===== src/rtl/fifo_input_ctrl.sv =====
// 4-deep input FIFO with CTS/DRTS handshake; zero-latency head read, one flit per two cycles on input.
// Optional sticky read-on-empty error flag under macro FIFO_ERR_EN.
module fifo_input_ctrl #(
  parameter int DATA_WIDTH = 32
) (
  input  logic                  clk,
  input  logic                  rst,
  input  logic                  DRTS,
  input  logic [DATA_WIDTH-1:0] Data_in,
  input  logic                  read_en_N,
  input  logic                  read_en_E,
  input  logic                  read_en_W,
  input  logic                  read_en_S,
  input  logic                  read_en_L,
  output logic                  CTS,
  output logic [DATA_WIDTH-1:0] Data_out,
  output logic                  empty,
`ifdef FIFO_ERR_EN
  output logic                  err,
`endif
  output logic                  full
);

  logic [DATA_WIDTH-1:0] r_mem [4];
  logic [3:0]            r_wr_ptr;
  logic [3:0]            r_rd_ptr;
  logic [2:0]            r_count;
  logic                  r_cts_ff;

  logic w_cts_ff_in;
  logic w_grant;
  logic w_read_en;

  assign empty       = (r_count == 3'd0);
  assign full        = (r_count == 3'd4);
  assign CTS         = r_cts_ff;
  // CTS_FF toggles back to 0 after each accept, so a held DRTS is taken every other cycle
  assign w_cts_ff_in = DRTS & ~r_cts_ff & ~full;
  assign w_grant     = read_en_N | read_en_E | read_en_W | read_en_S | read_en_L;
  assign w_read_en   = w_grant & ~empty;

  always_ff @(posedge clk) begin
    if (rst) begin
      r_wr_ptr <= 4'b0001;
      r_rd_ptr <= 4'b0001;
      r_count  <= 3'd0;
      r_cts_ff <= 1'b0;
    end else begin
      r_cts_ff <= w_cts_ff_in;
      if (w_cts_ff_in) begin
        r_wr_ptr <= {r_wr_ptr[2:0], r_wr_ptr[3]};
      end
      if (w_read_en) begin
        r_rd_ptr <= {r_rd_ptr[2:0], r_rd_ptr[3]};
      end
      if (w_cts_ff_in && !w_read_en) begin
        r_count <= r_count + 3'd1;
      end else if (!w_cts_ff_in && w_read_en) begin
        r_count <= r_count - 3'd1;
      end
    end
  end

  // Storage is not cleared on reset; gating with rst keeps a discarded flit out of the array
  always_ff @(posedge clk) begin
    for (int i = 0; i < 4; i++) begin
      if (!rst && w_cts_ff_in && r_wr_ptr[i]) begin
        r_mem[i] <= Data_in;
      end
    end
  end

  always_comb begin
    Data_out = '0;
    for (int i = 0; i < 4; i++) begin
      if (r_rd_ptr[i]) begin
        Data_out = r_mem[i];
      end
    end
  end

`ifdef FIFO_ERR_EN
  logic r_err;

  always_ff @(posedge clk) begin
    if (rst) begin
      r_err <= 1'b0;
    end else if (w_grant && empty) begin
      r_err <= 1'b1;
    end
  end

  assign err = r_err;
`endif

endmodule


===== config.mk =====
export PLATFORM = sky130hd
export DESIGN_NAME = fifo_input_ctrl
export DESIGN_NICKNAME = d
export VERILOG_FILES = /design/src/rtl/fifo_input_ctrl.sv
export SDC_FILE = /design/constraint.sdc
export NUM_CORES = 1
export LEC_CHECK = 0
export BUFFER_PORTS_ARGS = -buffer_cell sky130_fd_sc_hd__buf_4
export CAP_MARGIN = 20
export CORE_UTILIZATION = 38
export CTS_CLUSTER_DIAMETER = 120
export DETAILED_ROUTE_END_ITERATION = 10
export HOLD_SLACK_MARGIN = 0.06
export SYNTH_ARGS = -nofsm -noshare
export SYNTH_HDL_FRONTEND = slang
export SYNTH_SLANG_ARGS = --single-unit
export TNS_END_PERCENT = 1

===== constraint.sdc =====
create_clock -name clk -period 4.94 [get_ports clk]
set_clock_uncertainty 0.2 [all_clocks]
set_input_delay 0.741 -clock clk [delete_from_list [all_inputs] [get_ports clk]]
set_output_delay 0.741 -clock clk [all_outputs]
set_load 0.02 [all_outputs]

**After elaboration in Yosys (flattened, before gate mapping)**

Memories as Yosys holds them, arrays and structs flattened.
Cells that the tools add are included.

- Bitwise logic cells: 10
- Equality and inequality tests: 1
- Add/sub/neg operators: 2
- Reduce and logical (&&, ||, !) cells: 12
- Muxes and demuxes: 14

Operator list:

| operator | count |
|---|---|
| 32-bit 2-to-1 mux | 4 |
| 1-bit 2-to-1 mux | 8 |
| 1-bit logical AND | 7 |
| 3-bit 2-to-1 mux | 2 |
| 1-bit bitwise OR | 4 |
| 3-bit by 1-bit adder with 3-bit output, second input constant | 1 |
| 1-bit AND | 3 |
| 3-bit equality test, second input constant | 1 |
| 1-bit zero test | 3 |
| 3-bit zero test | 1 |
| 1-bit inverter | 3 |
| 3-bit by 1-bit subtractor with 3-bit output, second input constant | 1 |
| 2-bit nonzero test | 1 |

- Memories kept: 1
- Word-level logic and storage cells: 44
- Output and inout bits: 35
- Memory bits (writable): 128
- Register bits after elaboration: 12
- Input bits: 40

Memory list:

| memory | words | bits a word | read ports | clocked after Yosys merged registers in | wr ports | RTL line | RTL |
|---|---|---|---|---|---|---|---|
| r_mem | 4 | 32 | 4 | 0 | 4 | 24 | `logic [DATA_WIDTH-1:0] r_mem [4];` |

**Logic depth before layout (Yosys ltp)**

- Depth after elaboration: 8
- Mapped depth: 9
- Mapped depth without buffers: 9

**Worst setup path before layout**

No wires, ideal clock.

- Kind: input-to-reg
- Start point: input read_en_N
- End point: register r_count[2]
- Library setup time: 0.070 ns
- Arrival time: 2.680 ns
- Path slack: 1.990 ns
- Stages: 9
- Required time: 4.670 ns
- Path buffers: 0
- Cells stage by stage: or4_4 -> o21ba_4 -> inv_2 -> ha_1 -> inv_1 -> fa_1 -> xor2_1 -> or3_1 -> a21oi_1

- Cells in the longest elaborated chain, start to end: 8
- Elaborated cells between the ends (all ways): 10
- Those cells by class: mux (1); bitwise (5); reduce/logical (4)

Ends and longest elaborated chain:

| what | RTL line | RTL |
|---|---|---|
| start, declared | 10 | `input logic read_en_N,` |
| 1-bit bitwise OR * (4 in series) | 39 | `assign w_grant = read_en_N \| read_en_E \| read_en_W \| read_en_S \| read_en_L;` |
| 1-bit AND * | 40 | `assign w_read_en = w_grant & ~empty;` |
| 1-bit zero test | 56 | `if (w_cts_ff_in && !w_read_en) begin` |
| 1-bit logical AND | 56 |  |
| 3-bit 2-to-1 mux / 2-bit nonzero test (equally long branches) | n/a |  |
| end signal, assigned | 57 | `r_count <= r_count + 3'd1;` |
| end signal, assigned | 59 | `r_count <= r_count - 3'd1;` |
| end, declared | 27 | `logic [2:0] r_count;` |

Every way passes the cells marked *; elsewhere a longest branch is shown, timed or not.
A chain may end at the register's enable or synchronous reset.

**Worst setup path after layout**

- Start point: register r_rd_ptr[1]
- End point: output Data_out[11]

- Cells in the longest elaborated chain, start to end: 3

Ends and longest elaborated chain:

| what | RTL line | RTL |
|---|---|---|
| start, declared | 26 | `logic [3:0] r_rd_ptr;` |
| start signal, assigned | 54 | `r_rd_ptr <= {r_rd_ptr[2:0], r_rd_ptr[3]};` |
| 32-bit 2-to-1 mux (3 in series) | 76 | `if (r_rd_ptr[i]) begin` |
| end, declared | 16 | `output logic [DATA_WIDTH-1:0] Data_out,` |

Every way passes these cells.

==> reports/qor.csv <==
stage,metric,value,unit
die,core-area,13830,um^2
place,dp_hpwl,6.157,mm
grt,grt.total_usage,0.1586,
clock_tree,path_clk_slew,0.06,ns
power_and_ir_drop,total_leakage_power,2.304,nW
logic_synthesis,post_synth_inst_count,338,
die,die_height,120.7,um
logic_synthesis,seq_area_frac_synth,0.7628,
layout,fillerInstances,1188,
place,io_buffers,74,
setup_path,crit_end_category,output port,
logic_synthesis,syn_nets,380,
place,placed_cells_incl_taps,571,
sta,timing.fmax,285.5,MHz
detailed_routing,routed_wl,10.53,mm
sta,hold_ws,0.2737,ns
logic_synthesis,ys_dominant_reg_cell,edfxtp_1,
layout,final_cell_count_no_fill,603,
power_and_ir_drop,irDropWorstVdd,0.2448,mV
sta,final-max-slew-violation-count,0,
layout,antenna-diode-count,0,
clock_tree,holdBufCountCts,0,
setup_path,timing.critical_path.fanout_max,34,
logic_synthesis,avgSynthCellArea,15.84,um^2
sta,final-setup-viol-count,0,
setup_path,critical_path_required,4.00,ns
clock_tree,clkLatencyLatePin,0.41,ns
setup_path,cp-startpoint,r_rd_ptr[1],
clock_tree,cts-resized-gates,0,
power_and_ir_drop,finalPower,4.188,mW
detailed_routing,ant_nets,0,
clock_tree,ctsLongestPathBuffers,2,
layout,layout_common_cells,"edfxtp_1 (128), buf_4 (75), nor2b_1 (33)",
grt,grt.overflow.total,0,
clock_tree,post_cts.repair.setup_buffers,0,
logic_synthesis,synth_async_sr_flop_share,0,
sta,minimum_clock_period,3.502,ns
sta,fin_setup_tns,0,ns
setup_path,path_type_of_the_worst_setup_path,reg2out,
logic_synthesis,netlist-cell-type-count,29,
sta,layout_worst_path_cycle_share,0.7089,
detailed_routing,route.detailed.vias_per_inst,5.194,
logic_synthesis,post_synth_edffs,128,
place,routabilityCongestion,0.7344,
detailed_routing,dr.pass1.iters,4,
logic_synthesis,yosysWarnings,0,
layout,nNetsFinal,452,
sta,grt_setup_unrepaired,no,
logic_synthesis,synth.cell_area,5354,um^2
grt,grt_first_pass_wirelength,16.88,mm
setup_path,worstPathCellList,nor2b_4 -> a221oi_1 -> o31ai_1 -> buf_4,
detailed_routing,dr.first_iter.drc_count,246,
layout,area_growth,26.13,%
grt,antenna_found_initial,0,
worst_hold_path,hold_class,reg2reg,
grt,grt_start_max_net_pins,50,
die,start_util,0.3872,
clock_tree,h-tree-depth,4,
sta,slew-limit-headroom,0.3936,
die,boundaryPins,75,
die,fp.dieW,120.7,um
clock_tree,cts_root_buf,clkbuf_16,
clock_tree,tritoncts.num_buffers,17,
layout,most_common_cell_after_layout_fill_and_taps_aside,edfxtp_1,
layout,final_layout_size_suffix_gt1_frac,0.2813,
clock_tree,cts_tree,yes,
setup_path,critical_path.n_buffers_inverters,1,
detailed_routing,drc_errors,0,
die,die_area,14570,um^2
grt,via_count_of_the_first_global_routing_pass,3237,
outcome,outcome,"complete, no violations",
sta,timing_hold_violations_final,0,
setup_path,crit_arrival,2.56,ns
setup_path,crit_path_start_kind,register,
setup_path,crit_slowest_cell,nor2b_4,
logic_synthesis,ys_seq_elements,140,
detailed_routing,routed_len_inst,17.46,um
power_and_ir_drop,power.density,620.2,nW/um^2
worst_hold_path,hold_start,r_wr_ptr[2],
clock_tree,clock-sinks,140,
setup_path,critPathMaxStageDelay,0.77,ns
sta,worst_pin_slew,0.9096,ns
detailed_routing,num_vias,3132,
die,std_cell_rows,43,
setup_path,path_delay_family,simple AND/OR/NAND/NOR gates,
flow_run,cap_viol_max_count,0,
setup_path,regToRegStartpoint,r_count[0],
-- worst register-to-register path: stages (launching register included) --
cell,delay (ns)
dfxtp_1,0.42
or3b_4,0.21
inv_4,0.05
nor3_1,0.40
and2_2,0.84
-- path summary, 6_finish.rpt --
kind         cells after the start      endpoint  slack (ns)
max                              4  Data_out[11]        1.44
min                              2   r_wr_ptr[3]        0.27
max reg2reg                      4  r_mem[2][19]        2.43
min reg2reg                      2   r_wr_ptr[3]        0.27
-- logic make-up (layout without fill, tap and decap cells) --
family	Yosys count	in the layout	synth area share
AND/OR/NAND/NOR	88	88	0.08623
AO/OA/AOI/OAI	75	75	0.1108
flip-flops	140	140	0.7628
multiplexers	5	5	0.009348
buffers and inverters	26	111	0.02150
adder cells (fa/ha/maj)	2	2	0.006076
XOR/XNOR	2	2	0.003272
-- Yosys cell counts (2+ instances only) --
cell type	number	area, um^2
nand3_1	3	15.01
a21oi_1	4	20.02
xor2_1	2	17.52
nand2_1	32	120.1
nor2b_1	34	212.7
nor3_1	2	10.01
nand2b_1	5	31.28
nor2_1	5	18.77
o21ai_0	4	20.02
buf_2	3	15.01
buf_4	3	22.52
edfxtp_1	128	3844
and2_1	4	25.02
a221oi_1	32	280.3
dfxtp_1	12	240.2
mux2i_1	5	50.05
o31ai_1	32	240.2
clkbuf_1	17	63.81
-- registers in the layout, indices dropped and copies added (netlist names) --
signal    flops
r_count       3
CTS           1
r_rd_ptr      4
r_wr_ptr      4
r_mem       128
-- per-layer routing --
metal | share of wire | track usage | vias up | wire length [um]
li1 | - | - | 1469 | -
met1 | 0.43 | 0.1953 | 1570 | 4558
met2 | 0.51 | 0.2622 | 83 | 5332
met3 | 0.051 | 0.04906 | 10 | 537
met4 | 0.0099 | 0.05787 | 0 | 104
met5 | 0 | 0 | - | 0
-- metrics by stage --
step,area (um^2),worst slack [ns],utilization
final,6753,1.438,0.4884
after global routing,6753,1.246,0.4884
after CTS,6753,1.354,0.4884
after detailed placement,6077,1.783,0.4395
after global placement,6057,1.839,0.4381
after floorplan,5354,1.990,-
-- final cells by class --
cell class	instances	area (um^2)	area share
tap	180	225.2	0.03335
inverter	3	13.76	0.002038
clock buffer	21	460.4	0.06819
sequential	140	4088	0.6053
multi-input combinational	172	1167	0.1729
clock inverter	11	215.2	0.03187
timing repair buffer	76	583.1	0.08634
-- where the power goes --
part | total, mW | internal [mW] | switching, mW
clock network | 1.43 | 0.973 | 0.461
logic | 1.29 | 0.569 | 0.725
registers | 1.46 | 1.36 | 0.0971
No activity file was read; power rests on OpenSTA's default activity.
